--- config.mk ---
export PLATFORM = sky130hd
export DESIGN_NAME = digest_reader
export DESIGN_NICKNAME = d
export VERILOG_FILES = /design/src/rtl/blake2_ctrl_pkg.sv /design/src/rtl/rise_detect.sv /design/src/rtl/digest_reader.sv
export SDC_FILE = /design/constraint.sdc
export NUM_CORES = 1
export LEC_CHECK = 0
export ABC_AREA = 1
export BUFFER_PORTS_ARGS = -buffer_cell sky130_fd_sc_hd__buf_2
export CORE_MARGIN = 1.5
export CORE_UTILIZATION = 45
export CTS_CLUSTER_SIZE = 12
export DETAILED_ROUTE_END_ITERATION = 8
export MAX_ROUTING_LAYER = met4
export PLACE_DENSITY = 0.65
export SKIP_CTS_REPAIR_TIMING = 1
export SLEW_MARGIN = 0
export SYNTH_ARGS = -nofsm -noshare
export SYNTH_HDL_FRONTEND = slang
export SYNTH_HIERARCHICAL = 1
export SYNTH_SLANG_ARGS = --single-unit
--- constraint.sdc ---
create_clock -name clk -period 2.45 [get_ports clk]
set_input_delay 0.1225 -clock clk [delete_from_list [all_inputs] [get_ports clk]]
set_output_delay 0.1225 -clock clk [all_outputs]
set_load 0.03 [all_outputs]
--- src/rtl/blake2_ctrl_pkg.sv ---
// Widths and reader state encoding shared by the Blake2 input controller and
// the digest reader, so both ends of the engine agree on word packing.
package blake2_ctrl_pkg;

  localparam int DIGEST_WIDTH_DEF = 512;
  localparam int BUS_WIDTH_DEF    = 64;

  typedef enum logic {
    IDLE,
    STREAM
  } reader_state_t;

endpackage

--- src/rtl/rise_detect.sv ---
// Registered rising-edge detector: rise is high in the cycle where d is high
// and was low at the previous clock edge.
module rise_detect (
  input  logic clk,
  input  logic reset_n,
  input  logic d,
  output logic rise
);

  logic d_q;

  // NOTE: sequential state is always assigned with <= so every flop samples
  // the pre-edge value of its inputs, independent of statement order.
  always_ff @(posedge clk or negedge reset_n) begin
    if (!reset_n) d_q <= 1'b0;
    else          d_q <= d;
  end

  assign rise = d & ~d_q;

endmodule

--- src/rtl/digest_reader.sv ---
// Captures the hash engine digest on the rising edge of digest_valid and
// streams it out word 0 first over a valid/ready handshake.
module digest_reader
  import blake2_ctrl_pkg::*;
#(
  parameter int BUS_WIDTH    = BUS_WIDTH_DEF,
  parameter int DIGEST_WIDTH = DIGEST_WIDTH_DEF
) (
  input  logic                    clk,
  input  logic                    reset_n,
  input  logic [DIGEST_WIDTH-1:0] digest,
  input  logic                    digest_valid,
  output logic [BUS_WIDTH-1:0]    dout,
  output logic                    dout_valid,
  input  logic                    dout_ready,
  output logic                    read_done,
  output logic                    reader_idle,
  input  logic                    abort,
  input  logic                    clear_err,
  output logic                    overrun_err
);

  localparam int WORDS = DIGEST_WIDTH / BUS_WIDTH;
  localparam int IDX_W = $clog2(WORDS);

  reader_state_t               state_q, state_d;
  logic [DIGEST_WIDTH-1:0]     buf_q, buf_d;
  logic [IDX_W-1:0]            idx_q, idx_d;
  logic                        read_done_q, read_done_d;
  logic                        overrun_q, overrun_d;
  logic                        rise;
  logic                        xfer;
  logic                        last_word;
  logic [WORDS-1:0][BUS_WIDTH-1:0] words;

  rise_detect u_rise_detect (
    .clk     (clk),
    .reset_n (reset_n),
    .d       (digest_valid),
    .rise    (rise)
  );

  // Word 0 sits in the least significant bits, matching the controller's packing.
  assign words      = buf_q;
  assign dout       = words[idx_q];
  assign dout_valid = (state_q == STREAM);
  assign xfer       = dout_valid & dout_ready;
  assign last_word  = (idx_q == IDX_W'(WORDS - 1));

  always_comb begin
    // NOTE: every signal written here gets a default first, so no path can
    // leave one unassigned and infer a latch.
    state_d     = state_q;
    buf_d       = buf_q;
    idx_d       = idx_q;
    read_done_d = 1'b0;
    overrun_d   = overrun_q & ~clear_err;

    if (abort) begin
      state_d = IDLE;
      buf_d   = '0;
      idx_d   = '0;
    end else begin
      unique case (state_q)
        IDLE: begin
          if (rise) begin
            state_d = STREAM;
            buf_d   = digest;
            idx_d   = '0;
          end
        end
        STREAM: begin
          if (xfer && last_word) begin
            read_done_d = 1'b1;
            idx_d       = '0;
            // A digest arriving exactly as the last word leaves is not an overrun.
            if (rise) begin
              buf_d = digest;
            end else begin
              state_d = IDLE;
              buf_d   = '0;
            end
          end else begin
            if (xfer) idx_d = idx_q + IDX_W'(1);
            if (rise) overrun_d = 1'b1;
          end
        end
        default: state_d = IDLE;
      endcase
    end
  end

  // NOTE: the digest buffer is reset along with the control state so dout
  // reads zero out of reset and after an abort.
  always_ff @(posedge clk or negedge reset_n) begin
    if (!reset_n) begin
      state_q     <= IDLE;
      buf_q       <= '0;
      idx_q       <= '0;
      read_done_q <= 1'b0;
      overrun_q   <= 1'b0;
    end else begin
      state_q     <= state_d;
      buf_q       <= buf_d;
      idx_q       <= idx_d;
      read_done_q <= read_done_d;
      overrun_q   <= overrun_d;
    end
  end

  assign read_done   = read_done_q;
  assign reader_idle = (state_q == IDLE);
  assign overrun_err = overrun_q;

endmodule

==> metrics.md <==
| Metric | Value |
|---|---|
| Switching power share of the total | 31.3% |
| Net Count, Synth | 4,474 |
| Total Die Area | 62,100 um2 |
| Initial antenna violation count | 19 |
| Total routing usage reported by global routing | 29.3% |
| Leftover overflow at the end of global routing | 0 |
| Power density relative to cell area | 649 nW/um2 |
| Hold Path Stages | 4 |
| Dpl cell area | 31,000 um2 |
| Starting density of the core | 45.3% |
| Crit-path max FO | 29 |
| Reported max-cap violation count | 0 |
| Critical path endpoint category | output pin |
| Most used flip-flop cell after synthesis | dfrtp_1 |
| Leakage Power | 19.9 nW |
| Run status | finished with violations |
| Register area share after synthesis | 47.6% |
| Ratio of final minimum period to clock period | 102% |
| Register-to-Register Setup Slack | 50 ps |
| Count of TritonRoute iterations in the first routing pass | 6 |
| Peak supply drop | 0.545 mV |
| Final Max Tran Viols | 0 |
| Flops & latches, synth | 519 |
| M1 GR Usage | 42.8% |
| Max frequency | 399 MHz |
| Actual transition at the worst max-transition pin | 569 ps |
| Total Routed Length | 105,000 um |
| Via count of the first global-routing pass | 23,500 |
| Clock latency on the worst-skew pair | 610 ps |
| Slowest stage cell, crit path | dfrtp_4 |
| Part of the power in combinational logic | 24.7% |
| Mean area per synthesized cell | 6.89 um2 |
| Routability Congestion | 0.935 |
| Clock-pin transition on the worst setup and hold timing paths | 60 ps |
| TritonCTS clock tree | done |
| Critical Path Source Type | flop |
| Synthesized instance count | 3,954 |
| Startpoint of the lowest-slack hold path | dout_ready |
| Final Non-Filler Cells | 5,799 |
| Count of unresolved DRC violations after routing | 0 |
| Final setup violating endpoints | 1 |
| Final hold violation count | 0 |
| Data arrival time of the worst path | 2380 ps |
| Most frequent cells after synthesis | nand2_1, dfrtp_1, inv_1 |
| Met2 demand-to-capacity share in global routing | 41.3% |
| Fillers | 5,028 |
| Clock Skew | 21.1 ps |
| Crit path top cell by count | nand2_1 |
| Sinks on the clock net | 519 |
| Post-synth EDFFs | 0 |
| Post-layout min period | 2500 ps |
| Sum of net half-perimeters after detailed placement | 63,400 um |
| Int Power | 17.4 mW |
| Number of nets with antenna violations after routing | 0 |
| Number of buffers inserted by port buffering | 585 |
| Number of cells on the worst reg-to-reg path | 10 |
| Drt via density | 5.03 |
| Clock H-tree levels | 2 |
| Core ar. | 60,100 um2 |
| Average wire per cell in the routed design | 18.1 um |
| Family of cells with the greatest summed delay on the critical path | buffers and inverters |
| Proportion of netlist area held by the largest area contributor | 47.6% |
| Die Height | 249 um |
| Hold EP | idx_q[2]$_DFFE_PN0P_ |
| Worst max-slew margin expressed relative to the limit | 62.1% |
| Failing checks | negative setup slack |
| Highest-utilization routing layer at the global route stage | met1 |
| Critical path buffer and inverter count | 4 |
| Global-route wire length before repair | 137,000 um |
| Worst Hold Class | input port to flop |
| Layout overhead on the synthesized area | 43.4% |
| Horizontal extent of the die | 249 um |
| Worst path max stage delay | 560 ps |
| Register share of total power | 39.4% |
| Post-synthesis cell type count | 20 |
| Final worst-path setup slack | -54.4 ps |
| Clock tree buffer depth | 3 |
| Root Buffer | clkbuf_16 |
| Most frequent cell after synthesis | nand2_1 |
| Number of buffers inserted during clock tree synthesis | 57 |
| Start-to-end type of the worst setup path | flop to output pin |
| Proportion of power drawn by the clock network | 36.0% |
| Endpoint of the lowest-slack register-to-register path | buf_q[105]$_DFFE_PN0P_ |
| Maximum number of pins on one net before global-route repair | 129 |
| Finished Cell Area | 39,100 um2 |
| Combined area of all synthesized cells | 27,300 um2 |
| Number of standard-cell rows in the floorplan | 90 |
| Setup repair after global routing missed its margin | yes |
| Ratio of cells with drive above 1 in the final layout | 17.6% |
| Cell taking the most area after synthesis | dfrtp_1 |
| Overall power after layout | 25.4 mW |
| Data required, critical path | 2330 ps |
| Cell count after placement | 5,141 |
| Psw | 7.94 mW |
| Ys async rst share | 100% |
| Count of yosys warnings during synthesis | 6 |
| Global routing usage on met3 | 4.50% |
| Number of I/O pins | 586 |
| Number of design-rule violations left by the first detailed-router iteration | 2,826 |
| Dominant cells by area after synthesis | dfrtp_1, nand2_1, inv_1 |
| Total number of vias | 29,200 |
| Worst flop-to-flop path startpoint | idx_q[0]$_DFFE_PN0P_ |
| Final net count | 5,474 |
| Crit path cell chain | clkinv_16 -> buf_12 -> buf_4 -> nand2_1 -> nand3_2 -> nand2_1 -> nand2_1 -> nand2_1 -> clkbuf_4 |
| DP Worst Slack | 277 ps |
==> routing by layer <==
layer | wire length (um) | share of wire (%)
met5 | 0 | 0
met1 | 45100 | 43
met2 | 46200 | 44
met3 | 8690 | 8.3
met4 | 5260 | 5.0
==> registers in the layout, summed over array words and instances (netlist names) <==
| signal | cells |
|---|---|
| idx_q | 3 |
| u_rise_detect/d_q | 1 |
| read_done | 1 |
| overrun_err | 1 |
| buf_q | 512 |
| dout_valid | 1 |
==> power groups by stage <==
stage / Clock [mW] / Sequential [mW] / Combinational [mW]
after detailed placement: 0 / 10.1 / 5.04
after floorplan: 0 / 9.98 / 3.23
after global placement: 0 / 10.1 / 4.97
after CTS: 9.23 / 9.96 / 5.06
final: 9.12 / 9.98 / 6.26
after global routing: 9.60 / 10.1 / 6.86
==> layout make-up <==
| type | instances | area, um2 | share of cell area (%) |
|---|---|---|---|
| multi-input combinational | 2648 | 11300 | 28.8 |
| tap | 782 | 978 | 2.50 |
| timing repair inverter | 1 | 11.3 | 0.0288 |
| clock buffer | 86 | 1730 | 4.42 |
| timing repair buffer | 1207 | 9850 | 25.2 |
| inverter | 520 | 1990 | 5.09 |
| clock inverter | 17 | 254 | 0.650 |
| sequential | 519 | 13000 | 33.2 |
| antenna | 19 | 47.5 | 0.122 |
==> worst register-to-register path, cell delays in order (launching register included) <==
cell     delay, ps
dfrtp_4        580
buf_6          180
ha_1           200
ha_1           180
nand3_1        150
nand2_4        100
nand2_8        150
buf_12         230
buf_16         280
nand2_1        150
o21ai_1        120
==> cells by family (layout without fill, tap and decap cells) <==
group	Yosys count	in the layout	synth area share, %
other	0	19	0
flip-flops	519	519	47.6
AO/OA/AOI/OAI	518	518	9.53
adder cells (fa/ha/maj)	2	2	0.0918
buffers and inverters	787	1831	12.2
AND/OR/NAND/NOR	2128	2128	30.5
==> worst max-delay path by stage <==
stage	startpoint	end	slack, ps	cells after the start
CTS	idx_q[0]$_DFFE_PN0P_	dout[58]	-250	7
finish	idx_q[0]$_DFFE_PN0P_	dout[14]	-50	9
global route	idx_q[0]$_DFFE_PN0P_	dout[10]	-160	8
detailed placement	idx_q[0]$_DFFE_PN0P_	buf_q[431]$_DFFE_PN0P_	280	8
floorplan	dout_valid$_DFF_PN0_	buf_q[295]$_DFFE_PN0P_	640	10
global placement	idx_q[0]$_DFFE_PN0P_	buf_q[367]$_DFFE_PN0P_	320	8
==> metrics by stage <==
stage / TNS [ps] / util (%) / hold WS, ps
6_report: -54.4 / 65.0 / 17.2
5_1_grt: -1970 / 65.0 / 6.20
3_3_place_gp: 0 / 51.6 / 76.6
2_1_floorplan: 0 / - / -173
3_5_place_dp: 0 / 51.6 / 79.9
4_1_cts: -8130 / 54.9 / -581
==> cell usage in the layout, fill, tap and decap left out, drive strengths merged <==
master	n
dfrtp	519
nor2	4
clkinv	10
nand4	1
o22ai	1
diode	19
nand2	1864
ha	2
clkbuf	98
dlygate4sd3	518
clkinvlp	3
buf	677
a21oi	1
inv	519
nand3b	1
nand3	258
bufinv	6
o21ai	516
Note: power is estimated with default switching activity, not from simulation.
